`config.mk`:
```
export PLATFORM = sky130hd
export DESIGN_NAME = mips_dbg_port_flat
export DESIGN_NICKNAME = d
export VERILOG_FILES = /design/src/rtl/mips_dbg_pkg.sv /design/src/rtl/mips_dbg_port_if.sv /design/src/rtl/mips_dbg_run_timer.sv /design/src/rtl/mips_dbg_port.sv /design/src/flat_wrapper.sv
export SDC_FILE = /design/constraint.sdc
export NUM_CORES = 1
export LEC_CHECK = 0
export ABC_AREA = 1
export BUFFER_PORTS_ARGS = -buffer_cell sky130_fd_sc_hd__buf_2
export CORE_MARGIN = 2
export CORE_UTILIZATION = 45
export DETAILED_ROUTE_END_ITERATION = 10
export PLACE_DENSITY = 0.74
export SYNTH_ARGS = -nofsm -noshare
export SYNTH_HDL_FRONTEND = slang
export SYNTH_HIERARCHICAL = 1
export SYNTH_SLANG_ARGS = --single-unit
```
`constraint.sdc`:
```
create_clock -name clk1 -period 5.4 [get_ports clk1]
set_input_delay 0.27 -clock clk1 [delete_from_list [all_inputs] [get_ports clk1]]
set_output_delay 0.27 -clock clk1 [all_outputs]
set_load 0.01 [all_outputs]
```
`src/rtl/mips_dbg_pkg.sv`:
```
// Shared definitions for the pipe_MIPS32 debug/load port: host opcodes,
// FSM states and the instruction opcodes used to assemble test programs.
package mips_dbg_pkg;

   typedef enum logic [1:0] {
      OP_MEM_WR = 2'b00,
      OP_REG_RD = 2'b01,
      OP_RUN    = 2'b10,
      OP_NOP    = 2'b11
   } dbg_op_e;

   typedef enum logic [2:0] {
      ST_IDLE,
      ST_MEMWR,
      ST_RDADDR,
      ST_RDWAIT,
      ST_RUNSTART,
      ST_RUNWAIT,
      ST_RESP
   } dbg_state_e;

   localparam logic [5:0] HLT  = 6'h3f;
   localparam logic [5:0] ADDI = 6'h0a;

   // Every command except NOP touches the core and is only legal while it is halted.
   function automatic logic op_needs_halt(input dbg_op_e op);
      return op != OP_NOP;
   endfunction

endpackage

```
`src/rtl/mips_dbg_port_if.sv`:
```
// Host link of the debug port: command request and response handshake.
interface mips_dbg_port_if
   import mips_dbg_pkg::*;
#(
   parameter int AW = 10,
   parameter int DW = 32
);
   logic          cmd_valid;
   logic          cmd_ready;
   dbg_op_e       cmd_op;
   logic [AW-1:0] cmd_addr;
   logic [DW-1:0] cmd_wdata;
   logic          rsp_valid;
   logic          rsp_ready;
   logic [DW-1:0] rsp_data;
   logic          rsp_err;

   modport master (
      output cmd_valid, cmd_op, cmd_addr, cmd_wdata, rsp_ready,
      input  cmd_ready, rsp_valid, rsp_data, rsp_err
   );

   modport slave (
      input  cmd_valid, cmd_op, cmd_addr, cmd_wdata, rsp_ready,
      output cmd_ready, rsp_valid, rsp_data, rsp_err
   );
endinterface

```
`src/rtl/mips_dbg_run_timer.sv`:
```
// Run-length counter: counts enabled cycles, saturates at MAX and flags the
// timeout on the same edge the count reaches MAX.
module mips_dbg_run_timer #(
   parameter int MAX = 1024,
   parameter int CW  = $clog2(MAX + 1)
) (
   input  logic          clk1,
   input  logic          rst_n,
   input  logic          i_clr,
   input  logic          i_en,
   output logic [CW-1:0] o_cnt,
   output logic          o_tmo
);
   localparam logic [CW-1:0] L_MAX = CW'(MAX);
   localparam logic [CW-1:0] L_PRE = CW'(MAX - 1);

   logic [CW-1:0] r_cnt;

   // Count enabled cycles, holding at MAX instead of wrapping.
   always_ff @(posedge clk1 or negedge rst_n) begin
      if (!rst_n) begin
         r_cnt <= '0;
      end else if (i_clr) begin
         r_cnt <= '0;
      end else if (i_en && (r_cnt != L_MAX)) begin
         r_cnt <= r_cnt + 1'b1;
      end
   end

   assign o_cnt = r_cnt;
   // Look ahead one increment so the FSM leaves exactly when the count hits MAX.
   assign o_tmo = (r_cnt == L_MAX) || (i_en && (r_cnt == L_PRE));

endmodule

```
`src/rtl/mips_dbg_port.sv`:
```
// Host-side debug/load port for pipe_MIPS32: loads memory words, starts the
// core from PC=0, times the run and reads registers back once it has halted.
module mips_dbg_port
   import mips_dbg_pkg::*;
#(
   parameter int AW          = 10,
   parameter int DW          = 32,
   parameter int RUN_TIMEOUT = 1024
) (
   input  logic           clk1,
   input  logic           rst_n,
   mips_dbg_port_if.slave host,
   output logic           mem_we,
   output logic [AW-1:0]  mem_addr,
   output logic [DW-1:0]  mem_wdata,
   output logic [4:0]     reg_raddr,
   input  logic [DW-1:0]  reg_rdata,
   input  logic           cpu_halted,
   output logic           cpu_start
);
   localparam int CW = $clog2(RUN_TIMEOUT + 1);

   dbg_state_e    r_state;
   logic          r_cmd_ready;
   logic          r_rsp_valid;
   logic          r_rsp_err;
   logic [DW-1:0] r_rsp_data;
   logic          r_mem_we;
   logic [AW-1:0] r_mem_addr;
   logic [DW-1:0] r_mem_wdata;
   logic [4:0]    r_reg_raddr;
   logic          r_cpu_start;
   logic          r_first;

   logic          w_tmr_clr;
   logic          w_tmr_en;
   logic          w_tmo;
   logic [CW-1:0] w_cnt;

   assign w_tmr_clr = (r_state == ST_RUNSTART);
   assign w_tmr_en  = (r_state == ST_RUNWAIT) && !cpu_halted;

   mips_dbg_run_timer #(
      .MAX (RUN_TIMEOUT),
      .CW  (CW)
   ) u_timer (
      .clk1  (clk1),
      .rst_n (rst_n),
      .i_clr (w_tmr_clr),
      .i_en  (w_tmr_en),
      .o_cnt (w_cnt),
      .o_tmo (w_tmo)
   );

   // Command FSM; every output is a register so the core hooks see clean pulses.
   always_ff @(posedge clk1 or negedge rst_n) begin
      if (!rst_n) begin
         r_state     <= ST_IDLE;
         r_cmd_ready <= 1'b1;
         r_rsp_valid <= 1'b0;
         r_rsp_err   <= 1'b0;
         r_rsp_data  <= '0;
         r_mem_we    <= 1'b0;
         r_mem_addr  <= '0;
         r_mem_wdata <= '0;
         r_reg_raddr <= '0;
         r_cpu_start <= 1'b0;
         r_first     <= 1'b0;
      end else begin
         r_mem_we    <= 1'b0;
         r_cpu_start <= 1'b0;
         case (r_state)
            ST_IDLE: begin
               if (host.cmd_valid && r_cmd_ready) begin
                  r_cmd_ready <= 1'b0;
                  if (op_needs_halt(host.cmd_op) && !cpu_halted) begin
                     // Core is running: refuse without touching memory or control.
                     r_state     <= ST_RESP;
                     r_rsp_valid <= 1'b1;
                     r_rsp_err   <= 1'b1;
                     r_rsp_data  <= '0;
                  end else begin
                     case (host.cmd_op)
                        OP_MEM_WR: begin
                           r_mem_we    <= 1'b1;
                           r_mem_addr  <= host.cmd_addr;
                           r_mem_wdata <= host.cmd_wdata;
                           r_state     <= ST_MEMWR;
                        end
                        OP_REG_RD: begin
                           r_reg_raddr <= host.cmd_addr[4:0];
                           r_state     <= ST_RDADDR;
                        end
                        OP_RUN: begin
                           r_cpu_start <= 1'b1;
                           r_state     <= ST_RUNSTART;
                        end
                        default: begin
                           r_state     <= ST_RESP;
                           r_rsp_valid <= 1'b1;
                           r_rsp_err   <= 1'b0;
                           r_rsp_data  <= '0;
                        end
                     endcase
                  end
               end
            end
            ST_MEMWR: begin
               r_state     <= ST_RESP;
               r_rsp_valid <= 1'b1;
               r_rsp_err   <= 1'b0;
               r_rsp_data  <= '0;
            end
            ST_RDADDR: begin
               r_state <= ST_RDWAIT;
            end
            ST_RDWAIT: begin
               r_state     <= ST_RESP;
               r_rsp_valid <= 1'b1;
               r_rsp_err   <= 1'b0;
               r_rsp_data  <= reg_rdata;
            end
            ST_RUNSTART: begin
               r_first <= 1'b1;
               r_state <= ST_RUNWAIT;
            end
            ST_RUNWAIT: begin
               r_first <= 1'b0;
               // HALTED is still stale in the first wait cycle, so it cannot end the run yet.
               if (!r_first && cpu_halted) begin
                  r_state     <= ST_RESP;
                  r_rsp_valid <= 1'b1;
                  r_rsp_err   <= 1'b0;
                  r_rsp_data  <= DW'(w_cnt);
               end else if (w_tmo) begin
                  r_state     <= ST_RESP;
                  r_rsp_valid <= 1'b1;
                  r_rsp_err   <= 1'b1;
                  r_rsp_data  <= DW'(RUN_TIMEOUT);
               end
            end
            ST_RESP: begin
               if (host.rsp_ready) begin
                  r_state     <= ST_IDLE;
                  r_cmd_ready <= 1'b1;
                  r_rsp_valid <= 1'b0;
                  r_rsp_err   <= 1'b0;
                  r_rsp_data  <= '0;
               end
            end
            default: begin
               r_state     <= ST_IDLE;
               r_cmd_ready <= 1'b1;
               r_rsp_valid <= 1'b0;
               r_rsp_err   <= 1'b0;
               r_rsp_data  <= '0;
            end
         endcase
      end
   end

   assign host.cmd_ready = r_cmd_ready;
   assign host.rsp_valid = r_rsp_valid;
   assign host.rsp_err   = r_rsp_err;
   assign host.rsp_data  = r_rsp_data;
   assign mem_we         = r_mem_we;
   assign mem_addr       = r_mem_addr;
   assign mem_wdata      = r_mem_wdata;
   assign reg_raddr      = r_reg_raddr;
   assign cpu_start      = r_cpu_start;

endmodule

```
`src/flat_wrapper.sv`:
```
// flat-port wrapper written by rule: the top's interface ports become plain ports
module mips_dbg_port_flat import mips_dbg_pkg::*;
#(
   parameter int AW          = 10,
   parameter int DW          = 32,
   parameter int RUN_TIMEOUT = 1024
)
  (clk1, rst_n, mem_we, mem_addr, mem_wdata, reg_raddr, reg_rdata, cpu_halted, cpu_start, host_cmd_valid, host_cmd_op, host_cmd_addr, host_cmd_wdata, host_rsp_ready, host_cmd_ready, host_rsp_valid, host_rsp_data, host_rsp_err);
  mips_dbg_port_if #(.AW(AW), .DW(DW)) host_i ();
  input  logic clk1;
  input  logic rst_n;
  output logic mem_we;
  output logic [AW-1:0] mem_addr;
  output logic [DW-1:0] mem_wdata;
  output logic [4:0] reg_raddr;
  input  logic [DW-1:0] reg_rdata;
  input  logic cpu_halted;
  output logic cpu_start;
  input wire logic [$bits(host_i.cmd_valid)-1:0] host_cmd_valid;
  input wire logic [$bits(host_i.cmd_op)-1:0] host_cmd_op;
  input wire logic [$bits(host_i.cmd_addr)-1:0] host_cmd_addr;
  input wire logic [$bits(host_i.cmd_wdata)-1:0] host_cmd_wdata;
  input wire logic [$bits(host_i.rsp_ready)-1:0] host_rsp_ready;
  output wire logic [$bits(host_i.cmd_ready)-1:0] host_cmd_ready;
  output wire logic [$bits(host_i.rsp_valid)-1:0] host_rsp_valid;
  output wire logic [$bits(host_i.rsp_data)-1:0] host_rsp_data;
  output wire logic [$bits(host_i.rsp_err)-1:0] host_rsp_err;
  assign host_i.cmd_valid = host_cmd_valid;
  assign host_i.cmd_op = host_cmd_op;
  assign host_i.cmd_addr = host_cmd_addr;
  assign host_i.cmd_wdata = host_cmd_wdata;
  assign host_i.rsp_ready = host_rsp_ready;
  assign host_cmd_ready = host_i.cmd_ready;
  assign host_rsp_valid = host_i.rsp_valid;
  assign host_rsp_data = host_i.rsp_data;
  assign host_rsp_err = host_i.rsp_err;
  mips_dbg_port #(.AW(AW), .DW(DW), .RUN_TIMEOUT(RUN_TIMEOUT)) u_core (.clk1(clk1), .rst_n(rst_n), .host(host_i), .mem_we(mem_we), .mem_addr(mem_addr), .mem_wdata(mem_wdata), .reg_raddr(reg_raddr), .reg_rdata(reg_rdata), .cpu_halted(cpu_halted), .cpu_start(cpu_start));
endmodule
```
Yosys cells after proc, flatten, opt, wreduce, memory -nomap -nowiden:

Index checks and enable logic that the tools add are counted.

* $mul: 0
* add/subtract/negate cells: 1
* bitwise logic cells: 3
* eq/ne operators: 16
* shifts and indexed selects: 0
* reduce and logical (&&, ||, !) cells: 22
* muxes and demuxes: 40
* divide/modulo/power cells: 0
* order comparisons: 0

Operators with widths (number)
* 32-bit two-way mux: 6
* 32-bit case mux with 5 select lines: 1
* 11-bit two-way mux: 2
* 1-bit two-way mux: 20
* 3-bit case mux with 6 select lines: 1
* 3-bit two-way mux: 5
* 11-bit by 1-bit adder with 11-bit output (second input constant): 1
* 11-bit by 10-bit equality test with 1-bit output (second input constant): 1
* 11-bit equality test (second input constant): 1
* 11-bit inequality test (second input constant): 1
* 3-bit equality test (second input constant): 3
* 3-bit case mux with 3 select lines: 1
* 4-bit AND reduction: 2
* 3-bit by 2-bit equality test with 1-bit output (second input constant): 2
* 1-bit logical AND: 6
* 3-bit AND reduction: 2
* 1-bit case mux with 5 select lines: 1
* 5-bit AND reduction: 1
* 5-bit OR reduction: 1
* 2-bit inequality test (second input constant): 2
* 1-bit case mux with 4 select lines: 1
* 2-bit nonzero test: 2
* 2-bit OR reduction: 2
* 3-bit by 1-bit equality test with 1-bit output (second input constant): 1
* 13 further kinds: 16

* RAM bits: 0
* word-level logic and storage cells: 94
* bits in latches: 0
* output and inout bits: 84
* register bits after elaboration: 99
* memories: 0
* memory bits (read-only): 0
* bits of input ports: 81

Logic depth before layout (Yosys ltp):

* word-level depth: 7
* depth in mapped cells: 12
* mapped depth without buffers: 11

Modules after synthesis:

The synthesis kept the hierarchy.

Modules (own cells, without submodules)
* mips_dbg_port: cells each 434, area an instance 3697.3 µm², times used 1, sequential area each 2203.4 µm²
* mips_dbg_run_timer: cells each 106, area an instance 784.5 µm², times used 1, sequential area each 275.3 µm²

Worst setup path after synthesis:

Ideal clock, no wire load.

* path kind: register -> register
* from: reg u_core.r_state[1]
* to: reg u_core.r_rsp_data[1] (netlist: u_core/host.rsp_data[1])
* stages on the path, launching flop included: 13
* slack: 3568 ps
* data arrival time: 1713 ps
* path buffers: 2
* library setup time: 119 ps
* data required time: 5281 ps
* cells stage by stage: dfrtp_1 > inv_2 > nand3_2 > buf_2 > nor2_1 > nand2_1 > o22ai_1 > inv_1 > a21oi_4 > nand2_4 > buf_6 > nand2_1 > nand2_1

* word-level cells in the longest chain between the ends: 6

RTL lines
* from (decl): RTL line mips_dbg_port.sv:23 `dbg_state_e r_state;`
* from (signal assigned): RTL line mips_dbg_port.sv:58 `r_state <= ST_IDLE;`
* from (signal assigned): RTL line mips_dbg_port.sv:78 `r_state <= ST_RESP;`
* from (signal assigned): RTL line mips_dbg_port.sv:88 `r_state <= ST_MEMWR;`
* 3-bit equality test: RTL line mips_dbg_port.sv:41 `assign w_tmr_en = (r_state == ST_RUNWAIT) && !cpu_halted;`
* 1-bit logical AND: RTL line mips_dbg_port.sv:41
* net u_core.w_tmr_en: RTL line mips_dbg_port.sv:36 `logic w_tmr_en;`
* 1-bit logical AND: RTL line mips_dbg_run_timer.sv:32 `assign o_tmo = (r_cnt == L_MAX) || (i_en && (r_cnt == L_PRE));`
* 1-bit logical OR: RTL line mips_dbg_run_timer.sv:32
* net u_core.w_tmo: RTL line mips_dbg_port.sv:37 `logic w_tmo;`
* 3-bit inequality test (no source line)
* 5-bit AND reduction (no source line)
* to (signal assigned): RTL line mips_dbg_port.sv:121 `r_rsp_data <= reg_rdata;`
* to (signal assigned): RTL line mips_dbg_port.sv:134 `r_rsp_data <= DW'(w_cnt);`
* to (signal assigned): RTL line mips_dbg_port.sv:139 `r_rsp_data <= DW'(RUN_TIMEOUT);`
* to (decl): RTL line mips_dbg_port.sv:27 `logic [DW-1:0] r_rsp_data;`

The timed path passes the listed nets, and every way through them passes these cells.
A chain may end at the register's enable or synchronous reset.

Worst setup path after layout:

* from: reg u_core.u_timer.r_cnt[0] (netlist: u_core/u_timer/o_cnt[0])
* to: reg u_core.r_rsp_data[15] (netlist: u_core/host.rsp_data[15])

* word-level cells in the longest chain between the ends: 5

RTL lines
* from (decl): RTL line mips_dbg_run_timer.sv:17 `logic [CW-1:0] r_cnt;`
* from (signal assigned): RTL line mips_dbg_run_timer.sv:26 `r_cnt <= r_cnt + 1'b1;`
* 11-bit by 10-bit equality test with 1-bit output: RTL line mips_dbg_run_timer.sv:32
* 1-bit logical AND: RTL line mips_dbg_run_timer.sv:32
* 1-bit logical OR *: RTL line mips_dbg_run_timer.sv:32
* net u_core.w_tmo: RTL line mips_dbg_port.sv:37
* 3-bit inequality test (no source line) *
* 5-bit AND reduction (no source line) *

The timed path passes the listed nets; every way through them passes the cells marked *.

==> flow_summary.ini <==
[synthesis]
synth_top_area_share_pct = 54.7
synth_top_family_by_area = simple AND/OR/NAND/NOR gates
synth_area_leader_cell = dfrtp_1
yosysSeqAreaShare_pct = 55.3
synth_area_um2 = 4480
synthCells = 540
syn_nets = 623
synth_area_per_cell_um2 = 8.30
ys_types = 29
synthAdderAreaFrac_pct = 0.558
yosys_warnings = 6
synth_compound_area_share_pct = 4.02
synth-xor-area-share_pct = 0.195
ys_ff_latch = 99
synth-simple-area-share_pct = 33.5
synthTopCellsByArea = dfrtp_1 (55%), nand2_1 (24%), inv_1 (2.6%), buf_6 (2.5%), o21ai_0 (1.9%)
synthMuxAreaShare_pct = 0

[final_layout]
instances_no_fill = 836
final_nets = 781
antennaDiodeCount = 0
area_growth_pct = 24.7
layout-drive-gt1-share_pct = 29.6

[grt]
grt_busiest_layer = met2
grt_use_met3_pct = 4.53
use_met1_pct = 25.9
antenna_found_initial = 0
grt_pass1_vias = 3824
grt_use_met2_pct = 33.9
grt-ovfl-total = 0
grt_max_degree = 51
grt_first_pass_wirelength_um = 18000
grt_usage_pct = 20.6

[clock_network]
cts_buffers = 9
clk_pin_slew_ps = 100
cts_tree = built
cts_sinks = 99
hold_buffers = 1
cts_setup_buffers = 0
h-tree-depth = 3
post_cts_resized = 0
root_buffer = clkbuf_8
clock_latency_ps = 370
cts_buffer_depth = 2

[timing]
tns_ps = 0
rsz0062_at_grt = no
tightest_slew_ps = 907
fmax_ghz = 0.449
post-route-period-util_pct = 41.2
slew_headroom_pct = 39.5
finalHoldViolations = 0
setup_viol = 0
period_needed_ps = 2230
skew_ps = 13.2
drv_slew = 0

[placed_design]
io_buffers = 164
dp_cells = 819
place_congestion = 0.903
place_hpwl_um = 7810

[critical_path]
worst_ep_arrival_time_ps = 2480
critPathKind = reg -> reg
cp_data_required_time_ps = 5660
cp-end-kind = register
path_max_fanout = 34
critPathLaunchType = register

[die]
fp.dieW_um = 104
start_util_pct = 46.1
row_count = 36
die_area_um2 = 10800
core_area_um2 = 9730
ios = 165
dieHeight_um = 104

[status]
status = finished, final reports clean

[routing]
wl_um = 10800
firstDrtPassIters = 5
vias_per_cell = 4.75
drc_errors = 0
drt_iter0_markers = 187
drt.antenna.violating_nets = 0
avgRoutedWirePerCell_um = 12.9
vias = 3968

[flow_run]
cap_viol_max_count = 0

[power_and_ir_drop]
irDropWorstVdd_mv = 0.215
leakage_uw = 0.00338
powerDensity_nw_per_um2 = 404

[min_path]
hold_path.class = in -> reg
-- registers in the layout, summed over array words and instances (netlist names) --
signal and count:
u_core/cpu_start 1, u_core/host.cmd_ready 1, u_core/host.rsp_data 32, u_core/host.rsp_err 1
u_core/host.rsp_valid 1, u_core/mem_addr 10, u_core/mem_wdata 32, u_core/mem_we 1
u_core/r_first 1, u_core/r_state 3, u_core/reg_raddr 5, u_core/u_timer/o_cnt 11
-- per-stage QoR --
step	util (%)	hold slack (ps)	setup slack, ps	instance area, um2	total power [uW]
after CTS	57.4	72.8	3220	5590	2280
final	57.4	85.4	3170	5590	2260
after global placement	54.7	324	3290	5330	1660
after detailed placement	54.7	332	3240	5330	1680
after global routing	57.4	75.6	2940	5590	2400
after floorplan	-	-25.6	3570	4480	1470
-- final cells by class --
type / count / area, um2
clock inverters: 4 / 97.6
multi-input cells: 387 / 1710
well taps: 133 / 166
repair buffers: 167 / 848
inverters: 34 / 128
fillers: 910 / 4140
clock buffers: 12 / 155
flip-flops and latches: 99 / 2480
-- worst paths after layout --
kind / depth (start not counted) / to / from / slack, ps
max: 10 / u_core/host.rsp_data[15] / u_core/u_timer/o_cnt[0] / 3170
min: 3 / u_core/mem_wdata[24] / host_cmd_wdata[24] / 90
max reg2reg: 10 / u_core/host.rsp_data[15] / u_core/u_timer/o_cnt[0] / 3170
min reg2reg: 2 / u_core/host.rsp_data[25] / u_core/host.rsp_data[25] / 470
max in group asynchronous: 3 / u_core/mem_we / rst_n / 3880
min in group asynchronous: 2 / u_core/u_timer/o_cnt[5] / rst_n / 450
-- logic make-up after synthesis --
family,after synthesis
xor gates and xnor gates,1
and+or+nand+nor,351
buffers and inverters,54
DFF,99
adders and majority gates,2
AOI/OAI and AO/OA,33
-- worst max-delay path: stages (launching register included) --
cell and delay (ps):
dfrtp_1 530, ha_1 240, nand3_1 130, nor2_2 210, nand2_1 110, o22ai_1 130, inv_1 100, a21oi_4 220
nand2_4 240, nand2_1 140, nand2_1 50
-- synthesized netlist by cell type (all sizes together) --
cell type  instances
xor2               1
dfrtp             98
a21oi             11
o21a               1
dfstp              1
inv               34
ha                 2
or2                2
nand4             12
nand2            286
nor4               1
o22ai              1
o21ai             20
nand3             17
nor2              33
clkbuf             3
buf               17
-- report_power, final --
group	leakage [uW]	switching [uW]	internal, uW
Sequential	0.00135	89.5	875
Clock	0.000123	254	333
Combinational	0.00190	467	238
-- layer usage --
layer | part of all wire [%] | routed length [um]
met1 | 43 | 4600
met2 | 49 | 5330
met3 | 5.1 | 552
met4 | 3.0 | 319
met5 | 0 | 0
-- cell usage in the layout, fill, tap and decap left out, types with 2 or more instances in the layout --
cell type / Yosys / routed
nand2_1: 283 / 283
buf_2: 6 / 163
dfrtp_1: 98 / 98
inv_1: 31 / 31
nor2_1: 22 / 22
o21ai_0: 17 / 17
nand3_1: 12 / 12
clkbuf_8: 0 / 11
nand4_1: 11 / 11
a21oi_1: 10 / 10
nand3_2: 5 / 5
nor2_2: 5 / 5
nor2_4: 4 / 4
bufinv_16: 0 / 3
buf_4: 1 / 3
inv_2: 3 / 3
o21ai_1: 3 / 3
nand2_4: 2 / 2
nor2_8: 2 / 2
or2_2: 2 / 2
ha_1: 2 / 2
No activity file was read; power rests on OpenSTA's default activity.
